<file path="config.mk">
export PLATFORM = sky130hd
export DESIGN_NAME = sha1_match_stage
export DESIGN_NICKNAME = d
export VERILOG_FILES = /design/src/rtl/sha1_pkg.sv /design/src/rtl/sha1_tag_delay.sv /design/src/rtl/sha1_match_stage.sv
export SDC_FILE = /design/constraint.sdc
export NUM_CORES = 2
export LEC_CHECK = 0
export ABC_AREA = 0
export CORE_MARGIN = 8
export CORE_UTILIZATION = 30
export DETAILED_ROUTE_END_ITERATION = 8
export PLACE_DENSITY = 0.57
export SYNTH_ARGS = -nofsm -noshare
export SYNTH_HDL_FRONTEND = slang
export SYNTH_SLANG_ARGS = --single-unit
</file>
<file path="constraint.sdc">
create_clock -name clk -period 3.4 [get_ports clk]
set_clock_uncertainty 0.15 [all_clocks]
set_input_delay 0.68 -clock clk [delete_from_list [all_inputs] [get_ports clk]]
set_output_delay 0.68 -clock clk [all_outputs]
set_load 0.1 [all_outputs]
</file>
<file path="src/rtl/sha1_pkg.sv">
// sha1_pkg: shared SHA-1 widths, word/digest types, standard IV constants and
// the per-word feed-forward addition used after the round pipeline.
package sha1_pkg;

  localparam int unsigned SHA1_WORD_W   = 32;
  localparam int unsigned SHA1_DIGEST_W = 160;

  typedef logic [SHA1_WORD_W-1:0]   sha1_word_t;
  typedef logic [SHA1_DIGEST_W-1:0] sha1_digest_t;

  // Digest viewed as its five words, a in the most significant position.
  typedef struct packed {
    sha1_word_t a;
    sha1_word_t b;
    sha1_word_t c;
    sha1_word_t d;
    sha1_word_t e;
  } sha1_words_t;

  localparam sha1_word_t SHA1_IV_A = 32'h67452301;
  localparam sha1_word_t SHA1_IV_B = 32'hefcdab89;
  localparam sha1_word_t SHA1_IV_C = 32'h98badcfe;
  localparam sha1_word_t SHA1_IV_D = 32'h10325476;
  localparam sha1_word_t SHA1_IV_E = 32'hc3d2e1f0;

  // Final digest = raw round output + chaining value, each word mod 2^32.
  function automatic sha1_digest_t sha1_add_iv(input sha1_words_t raw,
                                               input sha1_digest_t iv);
    sha1_words_t ivw;
    sha1_words_t sum;
    ivw   = sha1_words_t'(iv);
    sum.a = raw.a + ivw.a;
    sum.b = raw.b + ivw.b;
    sum.c = raw.c + ivw.c;
    sum.d = raw.d + ivw.d;
    sum.e = raw.e + ivw.e;
    return sha1_digest_t'(sum);
  endfunction

endpackage

</file>
<file path="src/rtl/sha1_tag_delay.sv">
// sha1_tag_delay: LATENCY-deep shift register of {valid, tag} that keeps a
// candidate tag aligned with its block travelling through sha1_pipeline.
// Only the valid bits are reset; tags are plain datapath.
// Ports:
//   clk, rst         clock, synchronous active-high reset
//   in_valid,in_tag  head of the line (block entering the core)
//   tail_valid,      tail of the line, aligned with the core outputs
//   tail_tag
module sha1_tag_delay #(
  parameter int unsigned LATENCY = 80,
  parameter int unsigned TAG_W   = 32
) (
  input  logic             clk,
  input  logic             rst,
  input  logic             in_valid,
  input  logic [TAG_W-1:0] in_tag,
  output logic             tail_valid,
  output logic [TAG_W-1:0] tail_tag
);

  logic [LATENCY-1:0]            vld_q;
  logic [LATENCY-1:0][TAG_W-1:0] tag_q;

  if (LATENCY == 1) begin : g_single
    // Valid stage
    always_ff @(posedge clk) begin
      if (rst) vld_q <= '0;
      else     vld_q[0] <= in_valid;
    end
    // Tag stage
    always_ff @(posedge clk) begin
      tag_q[0] <= in_tag;
    end
  end else begin : g_multi
    // Valid shift, index 0 is the newest entry
    always_ff @(posedge clk) begin
      if (rst) vld_q <= '0;
      else     vld_q <= {vld_q[LATENCY-2:0], in_valid};
    end
    // Tag shift
    always_ff @(posedge clk) begin
      tag_q <= {tag_q[LATENCY-2:0], in_tag};
    end
  end

  assign tail_valid = vld_q[LATENCY-1];
  assign tail_tag   = tag_q[LATENCY-1];

endmodule

</file>
<file path="src/rtl/sha1_match_stage.sv">
// sha1_match_stage: adds the chaining IV to the sha1_pipeline round outputs,
// compares the digest against a programmed target and presents hits on a
// valid/ready result port, counting hits and flagging dropped ones.
// Optional feature macro SHA1_MATCH_MASK_EN adds target_mask for masked
// (prefix-screening) compares; without it the full 160-bit digest is compared.
// Ports:
//   clk, rst              clock, synchronous active-high reset
//   in_valid, in_tag      block entering the core and its candidate tag
//   iv                    chaining value {a,b,c,d,e}
//   hash_a..hash_e        raw core outputs, LATENCY cycles after entry
//   target                expected digest, quasi-static
//   target_mask           (SHA1_MATCH_MASK_EN only) bits taking part in compare
//   out_valid, out_ready  result handshake
//   out_tag, out_digest   held hit
//   match_count           saturating hit counter (dropped hits included)
//   overflow              sticky, a hit arrived while the result was stalled
module sha1_match_stage
  import sha1_pkg::*;
#(
  parameter int unsigned LATENCY = 80,
  parameter int unsigned TAG_W   = 32
) (
  input  logic                     clk,
  input  logic                     rst,
  input  logic                     in_valid,
  input  logic [TAG_W-1:0]         in_tag,
  input  logic [SHA1_DIGEST_W-1:0] iv,
  input  logic [SHA1_WORD_W-1:0]   hash_a,
  input  logic [SHA1_WORD_W-1:0]   hash_b,
  input  logic [SHA1_WORD_W-1:0]   hash_c,
  input  logic [SHA1_WORD_W-1:0]   hash_d,
  input  logic [SHA1_WORD_W-1:0]   hash_e,
  input  logic [SHA1_DIGEST_W-1:0] target,
`ifdef SHA1_MATCH_MASK_EN
  input  logic [SHA1_DIGEST_W-1:0] target_mask,
`endif
  output logic                     out_valid,
  input  logic                     out_ready,
  output logic [TAG_W-1:0]         out_tag,
  output logic [SHA1_DIGEST_W-1:0] out_digest,
  output logic [15:0]              match_count,
  output logic                     overflow
);

  localparam logic [0:0] ST_EMPTY = 1'b0;
  localparam logic [0:0] ST_FULL  = 1'b1;

  localparam logic [15:0] COUNT_MAX = 16'hFFFF;

  logic               tail_valid;
  logic [TAG_W-1:0]   tail_tag;

  logic               s1_valid;
  logic [TAG_W-1:0]   s1_tag;
  sha1_digest_t       s1_sum;

  sha1_digest_t       diff_c;
  logic               hit_c;

  logic [0:0]         state_q;
  logic [0:0]         state_d;
  logic               load_c;
  logic               drop_c;

  // Tag/valid delay matching the core latency
  sha1_tag_delay #(
    .LATENCY (LATENCY),
    .TAG_W   (TAG_W)
  ) u_tag_delay (
    .clk        (clk),
    .rst        (rst),
    .in_valid   (in_valid),
    .in_tag     (in_tag),
    .tail_valid (tail_valid),
    .tail_tag   (tail_tag)
  );

  // S1: feed-forward addition, tag and valid registered alongside
  always_ff @(posedge clk) begin
    if (rst) s1_valid <= 1'b0;
    else     s1_valid <= tail_valid;
    s1_tag <= tail_tag;
    s1_sum <= sha1_add_iv(sha1_words_t'({hash_a, hash_b, hash_c, hash_d, hash_e}), iv);
  end

  // Compare on the S1 register; the hold register below is the second stage,
  // so a hit is visible on out_valid two cycles after the core result.
`ifdef SHA1_MATCH_MASK_EN
  assign diff_c = (s1_sum ^ target) & target_mask;
`else
  assign diff_c = s1_sum ^ target;
`endif
  assign hit_c = s1_valid && (diff_c == '0);

  // Hold register next state: load on hit when free or draining, else drop
  always_comb begin
    state_d = state_q;
    load_c  = 1'b0;
    drop_c  = 1'b0;
    case (state_q)
      ST_EMPTY: begin
        if (hit_c) begin
          state_d = ST_FULL;
          load_c  = 1'b1;
        end
      end
      ST_FULL: begin
        if (out_ready) begin
          if (hit_c) load_c  = 1'b1;
          else       state_d = ST_EMPTY;
        end else if (hit_c) begin
          drop_c = 1'b1;
        end
      end
      default: state_d = ST_EMPTY;
    endcase
  end

  // Hold register, hit counter and sticky overflow
  always_ff @(posedge clk) begin
    if (rst) begin
      state_q     <= ST_EMPTY;
      out_tag     <= '0;
      out_digest  <= '0;
      match_count <= '0;
      overflow    <= 1'b0;
    end else begin
      state_q <= state_d;
      if (load_c) begin
        out_tag    <= s1_tag;
        out_digest <= s1_sum;
      end
      if (hit_c && (match_count != COUNT_MAX)) match_count <= match_count + 16'd1;
      if (drop_c) overflow <= 1'b1;
    end
  end

  assign out_valid = (state_q == ST_FULL);

endmodule
</file>
# Yosys cells after proc, flatten, opt, wreduce, memory -nomap -nowiden
# Cells that the tools add are included.
word_totals:
  ff_bits: 3043
  latch_bits: 0
  mem_bits_rw: 0
  romBits: 0
  input_bits: 516
  out_inout_bits: 210
  wordCells: 108
  memories: 0
classes:
  n_addsub: 6
  n_mul: 0
  div: 0
  order_cmp: 0
  eq_ne: 1
  shift: 0
  mux: 7
  bitwise: 2
  n_reduce_logical: 3
ops:
  columns: ["operator", "count"]
  rows:
  - ["32-bit adder", 5]
  - ["160-bit logical NOT", 1]
  - ["160-bit bitwise XOR", 1]
  - ["16-bit by 1-bit adder with 16-bit output, second input constant", 1]
  - ["16-bit inequality test, second input constant", 1]
  - ["1-bit 2-to-1 mux", 5]
  - ["1-bit case mux with 2 select lines", 2]
  - ["1-bit logical AND", 2]
  - ["1-bit inverter", 1]

# Logic depth before layout (Yosys ltp)
depth:
  ltp_word: 6
  mapped_depth: 11
  depth_no_buf: 11

# Hierarchy
# Synthesis repeated with hierarchy kept, for this count alone.
unflattened:
  cells_unflattened: 4940
  hier_area_um2: 74250.0
modules_own_cells:
  columns: ["module", "instances", "cells_each", "area_per_inst_um2", "seq_area_each_um2"]
  rows:
  - ["sha1_tag_delay", 1, 2760, 53631.4, 52850.7]
  - ["sha1_match_stage", 1, 2180, 20618.5, 8067.7]

# Least setup slack after synthesis
# No wires, ideal clock.
synth_path:
  path_type: "in2reg"
  from: "input port iv[32]"
  to: "register s1_sum[62]"
  setup_ps: 120
  arrival_time_ps: 3124
  t_required_ps: 3130
  setup_slack_ps: 6
  cell_stages: 11
  n_path_buf: 0
  cell_sequence: "ha_1 fa_1 a211oi_1 o21a_1 o21ai_0 o221ai_1 o311ai_0 a31oi_1 nand2b_1 a21oi_1 a211o_1"
synth_between:
  elab_chain_cells: 1
synth_lines:
  columns: ["element", "line", "text"]
  rows:
  - ["start, declared", "sha1_match_stage.sv:27", "input logic [SHA1_DIGEST_W-1:0] iv,"]
  - ["32-bit adder", "sha1_pkg.sv:35", "sum.d = raw.d + ivw.d;"]
  - ["end signal, assigned", "sha1_match_stage.sv:83", "s1_sum <= sha1_add_iv(sha1_words_t'({hash_a, hash_b, hash_c, hash_d, hash_e}), iv);"]
  - ["end, declared", "sha1_match_stage.sv:55", "sha1_digest_t s1_sum;"]
# No other way between the ends.
# A chain may end at the register's enable or synchronous reset.

# Worst setup path in the final report
layout_path:
  from: "input port target[92]"
  to: "register out_digest[71]"
layout_between:
  elab_chain_cells: 6
layout_lines:
  columns: ["element", "line", "text"]
  rows:
  - ["start, declared", "sha1_match_stage.sv:33", "input logic [SHA1_DIGEST_W-1:0] target,"]
  - ["160-bit bitwise XOR (*)", "sha1_match_stage.sv:91", "assign diff_c = s1_sum ^ target;"]
  - ["160-bit logical NOT (*)", "sha1_match_stage.sv:93", "assign hit_c = s1_valid && (diff_c == '0);"]
  - ["1-bit logical AND (*)", "sha1_match_stage.sv:93", null]
  - ["1-bit 2-to-1 mux (*)", "sha1_match_stage.sv:102, sha1_match_stage.sv:109", null]
  - ["1-bit 2-to-1 mux", "sha1_match_stage.sv:108", "if (out_ready) begin"]
  - ["1-bit case mux with 2 select lines (*)", "sha1_match_stage.sv:100", "case (state_q)"]
  - ["end signal, assigned", "sha1_match_stage.sv:131", "out_digest <= s1_sum;"]
  - ["end, declared", "sha1_match_stage.sv:40", "output logic [SHA1_DIGEST_W-1:0] out_digest,"]
# Mark *: on every way between the ends. The rest lies on a longest branch, timed or not.

==> flow_metrics.env <==
export IMPL_pwr_share_seq_pct=50.5
export IMPL_fillers=23000
export IMPL_drtAntennaViolNets=0
export IMPL_hold_viol_final=0
export IMPL_hold_path_class="in2reg"
export IMPL_seqCellArea_mm2=0.0609
export IMPL_io_pins=726
export IMPL_globalplace_congestion=0.980
export IMPL_timing_final_crit_share_pct=109
export IMPL_syn_area_mm2=0.0745
export IMPL_grt_pass1_wl_um=332000
export IMPL_setup_slack_ns=-0.322
export IMPL_io_buffers=725
export IMPL_crit_slowest_cell="clkdlybuf4s50_1"
export IMPL_outcome="complete, but fails checks"
export IMPL_violations="negative setup slack"
export IMPL_synth_edf_count=0
export IMPL_grt_overflow=0
export IMPL_holdWs_ns=0.0962
export IMPL_root_buffer="clkbuf_16"
export IMPL_power_frac_comb_pct=6.2
export IMPL_peakVddDrop_mv=0.447
export IMPL_final_common_cell="dfxtp_1"
export IMPL_wl_per_cell_um=24.3
export IMPL_drive_above_1_share_pct=22.5
export IMPL_synthFlopType="dfxtp_1"
export IMPL_numCtsBuffers=312
export IMPL_async_flop_share_pct=0
export IMPL_grt_pass1_vias=40200
export IMPL_routed_wl_um=249000
export IMPL_cts_sinks=3043
export IMPL_p_total_w=0.0754
export IMPL_p_int_w=0.0591
export IMPL_crit_type="in2reg"
export IMPL_die_y_um=514
export IMPL_cp_start_kind="primary input"
export IMPL_fin_cells=10200
export IMPL_pwr_share_clk_pct=43.3
export IMPL_finalMaxSlewViolations=0
export IMPL_hpwl_um=195000
export IMPL_grt_max_degree=82
export IMPL_drtIter0Drc=2530
export IMPL_syn_area_per_cell_um2=14.4
export IMPL_die_w_um=514
export IMPL_setup_viol=208
export IMPL_num_rows=183
export IMPL_multi_input_area_mm2=0.0143
export IMPL_area_delta_synth_final_pct=36.8
export IMPL_synth_seq_area_share_pct=81.8
export IMPL_swShare_pct=21.6
export IMPL_worstPathRequired_ns=4.00
export IMPL_layout_common_cells="3035 x dfxtp_1, 620 x buf_4, 513 x clkdlybuf4s50_1"
export IMPL_placed_cells=9582
export IMPL_grt_usage_pct=18.2
export IMPL_postLayoutCoreUtil_pct=41.1
export IMPL_max_freq_mhz=269
export IMPL_place_ws_ns=-1.78
export IMPL_syn_nets=5842
export IMPL_syn_inst=5165
export IMPL_routed_via_count=42400
export IMPL_core_region_area_mm2=0.248
export IMPL_vias_per_cell=4.14
export IMPL_worstMarginPinSlew_ns=0.856
export IMPL_fin_crit_ns=3.72
export IMPL_drt_pass1_iterations=5
export IMPL_crit_chain="clkdlybuf4s50_1 > xnor2_1 > buf_4 > nand4_1 > nor4_4 > nand4_1 > nor4_4 > buf_4 > and2_4 > buf_12 > nand2_8 > clkbuf_16 > nand2_1 > a21oi_2"
export IMPL_worstSkewPairLatency_ns=0.90
export IMPL_arrival_ns=4.32
export IMPL_antenna_found_initial=162
export IMPL_post_synth_num_cell_types=71
export IMPL_clk_pin_slew_worst_paths_ns=0.06
export IMPL_rsz0062_at_grt="true"
export IMPL_relSlewSlack_pct=42.9
export IMPL_critical_path_max_stage_delay_ns=0.55
export IMPL_fin_nets=7317
export IMPL_maxCapViolations=0
export IMPL_yosys_warnings=0
export IMPL_synth_seq_cells=3043
export IMPL_power_density_mw_per_mm2=740
export IMPL_htreeDepth=5
export IMPL_clockBufferDepth=4
export IMPL_drcViolationCount=0
export IMPL_p_leak_nw=41.7
export IMPL_endpoint_kind="register"
export IMPL_die_area_mm2=0.264
export IMPL_start_util_pct=30.1
export IMPL_netSwitchingPower_w=0.0163
export IMPL_crit_fanout=14
export IMPL_cts_tree="done"
==> cell usage after synthesis, types with 14 or more instances <==
library cell  number  share of area [%]
o21a_1            21               0.21
a31oi_1           14               0.12
buf_2             20               0.13
o21bai_1          23               0.23
a211oi_1          24               0.24
ha_1             156                2.6
o22ai_1           23               0.19
nand2_2           20               0.17
nand4_1           26               0.22
dfxtp_1         3043                 82
xnor2_1          176                2.1
clkbuf_1          47               0.24
a21o_1            61               0.61
nand3_1           42               0.28
and3_1            16               0.13
a21oi_1          266                1.8
o21ai_0           75               0.50
a21oi_2           56               0.66
nand2_1          425                2.1
nor2_1           109               0.55
xor2_1            76               0.89
nand2b_1          35               0.29
nor2b_1          125                1.1
inv_1             88               0.44
nor4_1            28               0.24
==> sequential cells by signal, indices dropped and copies added, names as in the netlist <==
signal	count
s1_sum	160
out_digest	160
s1_tag	32
out_valid	1
out_tag	32
u_tag_delay.tag_q	2528
overflow	1
u_tag_delay.vld_q	80
match_count	16
u_tag_delay.tail_tag	32
s1_valid	1
==> worst max-delay path, delay by kind of cell <==
family / cells / cell delay, ns
AND/OR/NAND/NOR: 7 / 1.87
buffers and inverters: 5 / 1.39
XOR/XNOR: 1 / 0.26
AO/OA/AOI/OAI: 1 / 0.05
==> through the flow <==
stage	TNS [ns]	instance area (um^2)
floorplan	0	74500
global placement	-391.27	88600
detailed placement	-395.52	88600
CTS	-62.50	101000
global route	-51.37	102000
finish	-48.53	102000
==> final cells by class <==
cell class,count,area share [%]
antenna,55,0.135
sequential,3043,59.8
clock inverter,80,0.909
multi-input combinational,1946,14.0
timing repair buffer,1249,11.8
tap,3330,4.09
clock buffer,449,8.90
inverter,88,0.324
==> timing repair <==
item / CTS / global route
pin swaps: 108 / 82
cloned: 30 / 5
setup endpoints to repair: 213 / 225
setup buffers: 15 / 9
endpoints found under the hold margin: 29 / 0
hold buffers: 22 / 0
gates resized for setup: 270 / 227
==> path summary, 6_finish.rpt <==
path	from	endpoint	slack, ns	depth (start not counted)
setup / recovery	target[92]	out_digest[71]	-0.32	14
hold / removal	in_tag[23]	u_tag_delay.tag_q[23]	0.1	1
setup reg to reg	s1_sum[75]	out_digest[71]	-0.27	13
hold reg to reg	u_tag_delay.tag_q[2437]	u_tag_delay.tag_q[2469]	0.11	0
==> power groups by stage <==
stage	logic, W	registers, W	clock network, W
2_1_floorplan	0.00170	0.0382	0
5_1_grt	0.00494	0.0382	0.0355
3_5_place_dp	0.00457	0.0388	0
4_1_cts	0.00466	0.0381	0.0339
3_3_place_gp	0.00460	0.0388	0
6_report	0.00471	0.0381	0.0326
==> logic make-up after synthesis <==
family          after synthesis  synth area share [%]
xor+xnor                    252                  2.96
mux                           1                0.0134
flops                      3043                  81.8
buf+inv                     177                  1.21
simple gates                874                  5.54
fa+ha+maj                   161                  2.76
compound gates              657                  5.72
==> layer usage <==
metal | vias to the layer above | routed length (um) | share of wire, % | track usage, %
met1 | 20300 | 106000 | 42 | 22.4
met3 | 576 | 18800 | 7.5 | 6.04
li1 | 20000 | - | - | -
met5 | - | 335 | 0.13 | 0
met4 | 56 | 11000 | 4.4 | 7.24
met2 | 1406 | 113000 | 45 | 29.5
Power figures use the tool's default switching activity.
